<file path="src/rtl/approx_div_pkg.sv">
// approx_div_pkg: shared constants and state type for the approximate divider
package approx_div_pkg;
   localparam int unsigned DEFAULT_L = 2;
   localparam int unsigned DIVIDEND_W = 16;
   localparam int unsigned DIVISOR_W = 8;
   typedef enum logic [1:0] {IDLE, CALC, DONE} state_t;
endpackage

</file>
<file path="src/rtl/unsigned_div_step.sv">
// unsigned_div_step: one restoring division step, shift in a dividend bit and conditionally subtract
module unsigned_div_step
   import approx_div_pkg::*;
(
   input  logic [DIVISOR_W-1:0] rem,
   input  logic                 bit_in,
   input  logic [DIVISOR_W-1:0] y,
   output logic [DIVISOR_W-1:0] rem_next,
   output logic                 q_bit
);
   logic [DIVISOR_W:0] t;
   logic [DIVISOR_W:0] diff;
   // rem < y before the shift, so t - y always fits back into 8 bits
   always_comb begin
      t = {rem, bit_in};
      diff = t - {1'b0, y};
      q_bit = t >= {1'b0, y};
      rem_next = q_bit ? diff[DIVISOR_W-1:0] : t[DIVISOR_W-1:0];
   end
endmodule

</file>
<file path="src/rtl/unsigned_divider_16by8_l2_seq.sv">
// unsigned_divider_16by8_l2_seq: sequential 16/8 restoring divider with the low L dividend bits dropped
module unsigned_divider_16by8_l2_seq
   import approx_div_pkg::*;
#(
   parameter int unsigned L = DEFAULT_L
)(
   input  logic                  clk,
   input  logic                  rst,
   input  logic                  in_valid,
   output logic                  in_ready,
   input  logic [DIVIDEND_W-1:0] z,
   input  logic [DIVISOR_W-1:0]  y,
   output logic                  out_valid,
   input  logic                  out_ready,
   output logic [DIVISOR_W-1:0]  q,
   output logic [DIVISOR_W-1:0]  r,
   output logic                  ovf,
   output logic                  dz
);
   state_t               state;
   logic [DIVIDEND_W-1:0] zt_in;
   logic [DIVISOR_W-1:0]  zt_lo;
   logic [DIVISOR_W-1:0]  y_q;
   logic [DIVISOR_W-1:0]  rem;
   logic [DIVISOR_W-1:0]  quo;
   logic [2:0]            cnt;
   logic [2:0]            idx;
   logic [DIVISOR_W-1:0]  rem_next;
   logic                  q_bit;
   // mask rather than concatenate so L=0 stays legal
   always_comb begin
      zt_in = z & (16'hFFFF << L);
      idx = ~cnt;
   end
   unsigned_div_step u_step (
      .rem      (rem),
      .bit_in   (zt_lo[idx]),
      .y        (y_q),
      .rem_next (rem_next),
      .q_bit    (q_bit)
   );
   // control FSM with registered handshake and result outputs
   always_ff @(posedge clk or posedge rst) begin
      if (rst) begin
         state <= IDLE;
         in_ready <= 1'b1;
         out_valid <= 1'b0;
         q <= '0;
         r <= '0;
         ovf <= 1'b0;
         dz <= 1'b0;
         zt_lo <= '0;
         y_q <= '0;
         rem <= '0;
         quo <= '0;
         cnt <= '0;
      end else begin
         case (state)
            IDLE: if (in_valid) begin
               in_ready <= 1'b0;
               y_q <= y;
               zt_lo <= zt_in[7:0];
               rem <= zt_in[15:8];
               quo <= '0;
               cnt <= '0;
               if (y == '0 || zt_in[15:8] >= y) begin
                  state <= DONE;
                  out_valid <= 1'b1;
                  q <= 8'hFF;
                  r <= 8'h00;
                  dz <= y == '0;
                  ovf <= y != '0;
               end else begin
                  state <= CALC;
               end
            end
            CALC: begin
               rem <= rem_next;
               quo[idx] <= q_bit;
               cnt <= cnt + 3'd1;
               if (cnt == 3'd7) begin
                  state <= DONE;
                  out_valid <= 1'b1;
                  q <= {quo[7:1], q_bit};
                  r <= rem_next;
                  ovf <= 1'b0;
                  dz <= 1'b0;
               end
            end
            DONE: if (out_ready) begin
               state <= IDLE;
               out_valid <= 1'b0;
               in_ready <= 1'b1;
            end
            default: state <= IDLE;
         endcase
      end
   end
endmodule
</file>
<file path="config.mk">
export PLATFORM = sky130hd
export DESIGN_NAME = unsigned_divider_16by8_l2_seq
export DESIGN_NICKNAME = d
export VERILOG_FILES = /design/src/rtl/approx_div_pkg.sv /design/src/rtl/unsigned_div_step.sv /design/src/rtl/unsigned_divider_16by8_l2_seq.sv
export SDC_FILE = /design/constraint.sdc
export NUM_CORES = 1
export LEC_CHECK = 0
export BUFFER_PORTS_ARGS = -buffer_cell sky130_fd_sc_hd__buf_2
export CAP_MARGIN = 15
export CORE_MARGIN = 10
export CORE_UTILIZATION = 50
export CTS_CLUSTER_SIZE = 16
export DETAILED_ROUTE_END_ITERATION = 7
export PLACE_DENSITY = 0.69
export SETUP_SLACK_MARGIN = 0.3
export SYNTH_ARGS = -nofsm -noshare
export SYNTH_HDL_FRONTEND = slang
export SYNTH_HIERARCHICAL = 1
export SYNTH_SLANG_ARGS = --single-unit
</file>
<file path="constraint.sdc">
create_clock -name clk -period 5.7 [get_ports clk]
set_input_delay 1.14 -clock clk [delete_from_list [all_inputs] [get_ports clk]]
set_output_delay 1.14 -clock clk [all_outputs]
set_load 0.05 [all_outputs]
</file>
# Word level (Yosys, flattened, before mapping)
# Cells that the tools add are included.
op_classes:
  n_eq_ne: 7
  add_sub_neg: 2
  n_lt_le_gt_ge: 4
  muxes: 40
  bitwise_logic: 1
  reduce_logical: 14
op_table:
  columns: ["cell", "count"]
  rows:
  - ["$mux 8", 9]
  - ["$pmux 8 s2", 4]
  - ["$mux 1", 13]
  - ["$ge 9x8->1", 1]
  - ["$bwmux 8", 1]
  - ["$ge 8x8->1", 1]
  - ["$logic_not 8->1", 1]
  - ["$mux 2", 4]
  - ["$ne 2x2->1 const B", 4]
  - ["$reduce_bool 8->1", 1]
  - ["$sub 8x8->8", 1]
  - ["$pmux 1 s2", 3]
  - ["$pmux 2 s3", 1]
  - ["$pmux 3 s2", 1]
  - ["$reduce_and 3->1", 2]
  - ["$reduce_and 5->1", 1]
  - ["$lt 3x4->1 const B", 1]
  - ["$reduce_and 2->1", 2]
  - ["$reduce_and 4->1", 1]
  - ["$reduce_bool 2->1", 2]
  - ["$add 3x1->3 const B", 1]
  - ["$bmux 1 s3", 1]
  - ["$demux 1 s3", 1]
  - ["$eq 3x3->1 const B", 1]
  - ["other kinds (10)", 10]
word_totals:
  inputBits: 28
  regBits: 55
  wordCells: 80

# Longest topological paths before layout
# Gate-level depths: netlist of run 1.
depth:
  depth_word: 7
  ltp_mapped: 15
  mapped_depth_nobuf: 14

# Hierarchy
# Netlist of run 1, hierarchy kept.
by_module_without_submodules:
  columns: ["module", "instances", "seq_area_each_um2", "cells_per_inst", "area_each_um2"]
  rows:
  - ["unsigned_divider_16by8_l2_seq", 1, 1352.5, 251, 2558.7]
  - ["unsigned_div_step", 1, 0.0, 69, 520.5]

# Worst setup path after synthesis of run 1
# OpenSTA, ideal clock, no wires.
synth_path:
  kind: "register to register"
  startpoint: "register cnt[1]"
  endpoint: "register r[6]"
  path_stages_with_launch: 15
  synth_period_minus_slack_ns: 3.128
  path_buffers: 1
  t_arrival_ns: 3.000
  required_ns: 5.573
  setup_time_ns: 0.127
  setup_slack_ns: 2.572
  cell_sequence: "dfrtp_1 -> clkbuf_1 -> nor2b_1 -> a21oi_1 -> a21oi_1 -> inv_1 -> ha_1 -> fa_1 -> nor2b_1 -> o31a_1 -> nor4_1 -> a311o_1 -> mux2_2 -> and2_1 -> mux2_1"
synth_via:
  elab_chain_cells: 7
synth_lines:
  columns: ["element", "line", "text"]
  rows:
  - ["start, declared", "unsigned_divider_16by8_l2_seq.sv:26", "logic [2:0] cnt;"]
  - ["start signal, assigned", "unsigned_divider_16by8_l2_seq.sv:80", "cnt <= cnt + 3'd1;"]
  - ["$not 3->3 (*)", "unsigned_divider_16by8_l2_seq.sv:33", "idx = ~cnt;"]
  - ["$bmux 1 s3 (*)", "unsigned_divider_16by8_l2_seq.sv:37", ".bit_in (zt_lo[idx]),"]
  - ["$mux 1 (not written as such) (*)", "unsigned_divider_16by8_l2_seq.sv:37", null]
  - ["$sub 8x8->8 or $ge 9x8->1 (tied branches)", "unsigned_div_step.sv:16, unsigned_div_step.sv:17", null]
  - ["$mux 8 (*)", "unsigned_div_step.sv:18", "rem_next = q_bit ? diff[DIVISOR_W-1:0] : t[DIVISOR_W-1:0];"]
  - ["net rem_next[6]", "unsigned_divider_16by8_l2_seq.sv:28", "logic [DIVISOR_W-1:0] rem_next;"]
  - ["$mux 8 (*)", "unsigned_divider_16by8_l2_seq.sv:81", "if (cnt == 3'd7) begin"]
  - ["$pmux 8 s2 (*)", "unsigned_divider_16by8_l2_seq.sv:58", "case (state)"]
  - ["end signal, assigned", "unsigned_divider_16by8_l2_seq.sv:85", "r <= rem_next;"]
  - ["end, declared", "unsigned_divider_16by8_l2_seq.sv:16", "output logic [DIVISOR_W-1:0] r,"]
# Mark *: on every way through the listed nets, which the timed path passes. The rest lies on a longest branch. The select of a mux whose other input is x is not followed.
# A chain may end at the register's enable or synchronous reset.

# Worst setup path in the final report of run 1
# Same ends and word-level chain as after synthesis.

==> results of run 1 <==
==> final cells by class <==
cell class	count	area, sq um
repair buffers	48	248
well taps	75	93.8
clock inverters	1	8.76
multi-input cells	219	1520
inverters	33	124
flip-flops and latches	54	1350
fillers	552	2520
clock buffers	7	86.3
==> power by group through the flow <==
stage               Clock (mW)  Sequential [mW]  Combinational (mW)
floorplan                    0            0.819                1.00
global placement             0            0.678                1.39
detailed placement           0            0.682                1.43
CTS                      0.238            0.676                1.43
global route             0.253            0.703                1.58
finish                   0.231            0.675                1.42
==> flip-flops by register name, indices dropped and copies added, names as in the netlist, 2 cells and up <==
name / count
cnt: 3
q: 8
quo: 7
r: 8
rem: 8
state: 2
y_q: 8
zt_lo: 6
==> worst min-delay path by stage <==
| stage | from | endpoint | slack (ps) | cells after the start |
|---|---|---|---|---|
| 6_report | zt_lo[7]$_DFFE_PP0P_ | zt_lo[7]$_DFFE_PP0P_ | 480 | 2 |
| 5_1_grt | r[3]$_DFFE_PP0P_ | r[3]$_DFFE_PP0P_ | 510 | 1 |
| 4_1_cts | zt_lo[6]$_DFFE_PP0P_ | zt_lo[6]$_DFFE_PP0P_ | 490 | 2 |
| 3_5_place_dp | zt_lo[6]$_DFFE_PP0P_ | zt_lo[6]$_DFFE_PP0P_ | 460 | 2 |
| 3_3_place_gp | zt_lo[2]$_DFFE_PP0P_ | zt_lo[2]$_DFFE_PP0P_ | 460 | 2 |
| 2_1_floorplan | zt_lo[6]$_DFFE_PP0P_ | zt_lo[6]$_DFFE_PP0P_ | 440 | 2 |
==> routing by layer <==
layer | vias up | track usage | routed length [um]
met5 | - | 0 | 0
met4 | 0 | 0.0353 | 67
met3 | 8 | 0.0328 | 323
met2 | 49 | 0.234 | 3250
met1 | 1143 | 0.188 | 3280
li1 | 1186 | - | -
==> Yosys cell counts (2+ instances only) <==
cell type / instances
mux2_2: 7
a221o_1: 8
clkbuf_1: 10
ha_1: 18
mux2_1: 7
a211oi_1: 4
and2_1: 9
o21ai_0: 18
nand3_1: 11
xnor2_1: 2
o21a_1: 2
nor2b_1: 3
nor3_1: 3
nor3b_1: 3
dfrtp_1: 53
a21o_1: 4
a21oi_1: 9
inv_1: 33
nand2b_1: 2
nor2_1: 19
nand2_1: 50
buf_2: 2
a21oi_2: 2
mux2i_1: 12
==> logic make-up after synthesis <==
group                    Yosys count  share of synthesized area
AND/OR/NAND/NOR                  108                      0.165
AO/OA/AOI/OAI                     62                      0.147
flip-flops                        54                      0.439
buffers and inverters             47                     0.0658
multiplexers                      27                     0.0951
adder cells (fa/ha/maj)           19                     0.0796
XOR/XNOR                           3                    0.00853
==> critical path: stages, from the launching register on <==
cell,delay [ps]
dfrtp_1,540
nor2b_1,320
a21oi_1,110
a21oi_1,170
inv_1,80
ha_1,220
fa_1,410
nor2b_1,180
o31a_1,190
nor4_1,60
a311o_1,320
mux2_2,260
and2_1,150
mux2_1,290
==> through the flow <==
step                hold slack, ps  cell area, sq um  utilization
floorplan                      445              3080            -
global placement               459              3340        0.561
detailed placement             465              3340        0.561
CTS                            489              3440        0.577
global route                   514              3440        0.577
finish                         481              3440        0.577
==> flow_metrics.tcl, run 1 <==
set metrics [dict create \
    crit_start "cnt[1]$_DFFE_PP0P_" \
    sw_frac_of_total 0.471 \
    num_rows 28 \
    numCtsBuffers 5 \
    reg2reg_to "r[6]$_DFFE_PP0P_" \
    diodes 0 \
    drc 0 \
    cts_root_buf "clkbuf_8" \
    vias_per_cell 5.46 \
    cts_resized 0 \
    cp_max_fo 11 \
    syn_avg_cell_area_sq_um 9.62 \
    yosys_register_bits 54 \
    drt_iter0_drc 100 \
    port_buffers 45 \
    cts_hold_repair.buffers 0 \
    num_vias 2386 \
    areaGrowthSynthToFinish_pct 11.6 \
    ys.flop_type "dfrtp_1" \
    place_congestion 0.872 \
    clock_path_buffers 2 \
    dp_hpwl_mm 5.12 \
    syn_inst 320 \
    post_drt_wl_per_cell_um 15.8 \
    vdd_drop_max_mv 0.425 \
    hold_viol_final 0 \
    worstPathRequired_ps 5900 \
    die_x_um 98.5 \
    cts_num_sinks 54 \
    min_period_ps 3410 \
    ys_warn_count 6 \
    layout-drive-gt1-share 0.202 \
    synth_seq_area_share 0.439 \
    fin_crit_sh 0.597 \
    first_global_vias 2385 \
    slew_headroom 0.351 \
    grt_first_pass_wirelength_mm 11.7 \
    rrSetupSlack_ps 2290 \
    start_kind "flip-flop" \
    status "complete, no violations" \
    rsz0062_at_grt "no" \
    clock_latency_ps 310 \
    htreeDepth 2 \
    p_sw_mw 1.10 \
    placed_cells 429 \
    ys_top_cells_by_area "dfrtp_1 (43%), ha_1 (7.3%), nand2_1 (6.1%)" \
    tightest_slew_ps 971 \
    rr_startpoint "cnt[1]$_DFFE_PP0P_" \
    post_cts_buffers 0 \
    synth_edf_count 0 \
    final_cell_mix "dfrtp_1 (53), nand2_1 (50), buf_2 (45), inv_1 (32), nor2_1 (19)" \
    dr.pass1.iters 4 \
    internal-power_mw 1.23 \
    cts.clk_slew.worst_paths_ps 100 \
    yosysTopAreaCell "dfrtp_1" \
    seqPwrFrac 0.290 \
    ys_async_sr_fraction 1.00 \
    ys_types 53 \
    nNetsFinal 408 \
    drtAntennaViolNets 0 \
    ios 48 \
    fmax_ghz 0.294 \
    antenna_found_initial 0 \
    p_per_area_nw_per_um2 677 \
    final_common_cell "dfrtp_1" \
    die_h_um 98.5 \
    grt_max_degree 55 \
    slew_violations 0 \
    netlist.area_leader.share 0.431 \
    fin_total_pwr_mw 2.33 \
    hold_path_class "reg -> reg" \
    clkPwrFrac 0.099 \
    max_cap_viol_count 0 \
    finalSetupViolCount 0 \
    criticalPathCategory "reg -> reg" \
    power.leakage_nw 1.71 \
    p_comb_frac 0.611 \
    fin_cells 437 \
    grt.total_usage 0.144 \
    rr_worst_depth 13 \
    synthesis.nets 367 \
    pre_cts_ws_ps 2340 \
    arrival_ps 3610 \
    finalSetupTns_ps 0 \
    setup_ws_ps 2290 \
    fin_skew_ps 8.16 \
    gr-total-overflow 0 \
    initial_core_util 0.517 \
    crit_end "r[6]$_DFFE_PP0P_" \
    dieArea_sq_um 9700 \
    cts_tree "done" \
    syn_area_sq_um 3080 \
    routed_wl_mm 6.92 \
    cp-end-kind "flip-flop" \
    core-area_sq_um 5960 \
]
(Power assumes the default switching activity.)
==> run 2: changes to the inputs <==
==> constraint.sdc (replaced) <==
create_clock -name clk -period 3.2 [get_ports clk]
set_input_delay 0.64 -clock clk [delete_from_list [all_inputs] [get_ports clk]]
set_output_delay 0.64 -clock clk [all_outputs]
set_load 0.05 [all_outputs]
==> flow_metrics.tcl, run 2 (synthesis gave the netlist of run 1 again) <==
set metrics [dict create \
    cts_num_sinks 54 \
    criticalPathCategory "reg -> reg" \
    numCtsBuffers 5 \
    dp_hpwl_mm 5.39 \
    fillCellCount 492 \
    die_x_um 98.5 \
    core-area_sq_um 5960 \
    worstPathRequired_ps 3390 \
    grt_max_degree 23 \
    cts_hold_repair.buffers 0 \
    dr.pass1.iters 4 \
    nNetsFinal 439 \
    antenna_found_initial 0 \
    slowest_stage "dfrtp_2" \
    crit_buf_inv 2 \
    vias_per_cell 5.57 \
    grt_first_pass_wirelength_mm 12.7 \
    fmax_ghz 0.320 \
    num_rows 28 \
    post_drt_wl_per_cell_um 17.4 \
    hold_viol_final 0 \
    dpl_cell_area_sq_um 3410 \
    fin_crit_sh 0.975 \
    finalSetupViolCount 0 \
    die_h_um 98.5 \
    critPathTopFamily "compound AO/OA/AOI/OAI gates" \
    cts_tree "done" \
    cp_max_fo 6 \
    drc 0 \
    htreeDepth 2 \
    cts.clk_slew.worst_paths_ps 100 \
    diodes 0 \
    slew_headroom 0.473 \
    routed_wl_mm 8.15 \
    start_kind "flip-flop" \
    cts_root_buf "clkbuf_8" \
    max_stage_delay_ps 460 \
    clock_latency_ps 310 \
    grt.total_usage 0.156 \
    fin_skew_ps 12.6 \
    cp-end-kind "flip-flop" \
    arrival_ps 3310 \
    areaGrowthSynthToFinish_pct 24.5 \
    cp_common_cell "mux2_4" \
    tightest_slew_ps 787 \
    rsz0062_at_grt "yes" \
    num_vias 2605 \
    drt_iter0_drc 141 \
    layout-drive-gt1-share 0.316 \
    crit_chain "mux2i_1 > nor2_1 > a211oi_2 > a21oi_2 > inv_2 > ha_4 > fa_2 > nor2b_2 > o31a_1 > buf_4 > a311o_1 > mux2_4 > and2_4 > mux2_4" \
    initial_core_util 0.517 \
    setup_ws_ps 79.1 \
    ios 48 \
    gr-total-overflow 0 \
    hold-worst-slack_ps 323 \
    hold_path_class "in -> async" \
    pre_cts_ws_ps 52.3 \
    status "complete, no violations" \
    min_period_ps 3120 \
    port_buffers 45 \
    clock_path_buffers 2 \
    slew_violations 0 \
    dieArea_sq_um 9700 \
    final_cell_mix "dfrtp_1 (51), nand2_1 (49), buf_2 (45), inv_1 (29), nor2_1 (19)" \
    place_congestion 0.826 \
    final_common_cell "dfrtp_1" \
    drtAntennaViolNets 0 \
    first_global_vias 2611 \
    finalInstanceArea_sq_um 3830 \
    max_cap_viol_count 0 \
    finalSetupTns_ps 0 \
]
## run 2: changes by cell type in the layout (fill, tap and decap cells not counted), moves of 2 or more
| cell | before | now |
|---|---|---|
| buf_4 | 3 | 16 |
| mux2_2 | 7 | 2 |
| mux2_1 | 7 | 3 |
| inv_1 | 32 | 29 |
| mux2_4 | 1 | 10 |
| dfrtp_2 | 0 | 2 |
| and2_4 | 0 | 2 |
| nor2b_1 | 3 | 1 |
| inv_4 | 0 | 2 |
| and2_1 | 9 | 7 |
| buf_6 | 0 | 17 |
| dfrtp_1 | 53 | 51 |
## run 2: worst paths after layout
| check | from | to | slack [ps] | cells after the start |
|---|---|---|---|---|
| min | rst | q[3]$_DFFE_PP0P_ | 320 | 2 |
| max in group asynchronous | rst | in_ready$_DFFE_PP1P_ | 2140 | 3 |
| min in group clk | zt_lo[2]$_DFFE_PP0P_ | zt_lo[2]$_DFFE_PP0P_ | 490 | 2 |
| max | cnt[2]$_DFFE_PP0P_ | r[6]$_DFFE_PP0P_ | 80 | 14 |
| max reg2reg | cnt[2]$_DFFE_PP0P_ | r[6]$_DFFE_PP0P_ | 80 | 14 |
| min reg2reg | zt_lo[2]$_DFFE_PP0P_ | zt_lo[2]$_DFFE_PP0P_ | 490 | 2 |
## run 2: final cells by class
class	count	area, sq um	area share
Clock inverter	2	13.8	0.00359
Sequential cell	54	1360	0.353
Clock buffer	6	72.6	0.0189
Timing Repair Buffer	79	557	0.145
Multi-Input combinational cell	219	1610	0.421
Tap cell	75	93.8	0.0245
Inverter	33	129	0.0336
## run 2: through the flow
stage,instances,utilization
4_1_cts,464,0.622
6_report,468,0.644
3_3_place_gp,436,0.572
5_1_grt,468,0.644
2_1_floorplan,320,-
3_5_place_dp,436,0.572
## run 2: timing repair
item	CTS	global route
endpoints found under the setup margin	15	22
pin swaps	4	9
gates cloned	0	0
resized for setup	12	29
setup buffers	20	4
## run 2: worst reg2reg max path: cells and delay by family, from the launching register on
| family | cells | cell delay, ps |
|---|---|---|
| DFF | 1 | 460 |
| adders and majority gates | 2 | 380 |
| muxes | 3 | 740 |
| AOI/OAI and AO/OA | 4 | 920 |
| and+or+nand+nor | 3 | 260 |
| buffers and inverters | 2 | 250 |
## run 2: routing by layer
| metal | track usage | up-vias | wire length [um] |
|---|---|---|---|
| met5 | 0 | - | 0 |
| met4 | 0.0441 | 0 | 142 |
| met3 | 0.0293 | 15 | 358 |
| met2 | 0.263 | 65 | 4170 |
| met1 | 0.198 | 1277 | 3470 |
| li1 | - | 1248 | - |
Power of run 2 is left out: the tool's default activity adds up to more than one toggle a clock period on the data nets, which glitch-free logic cannot reach.
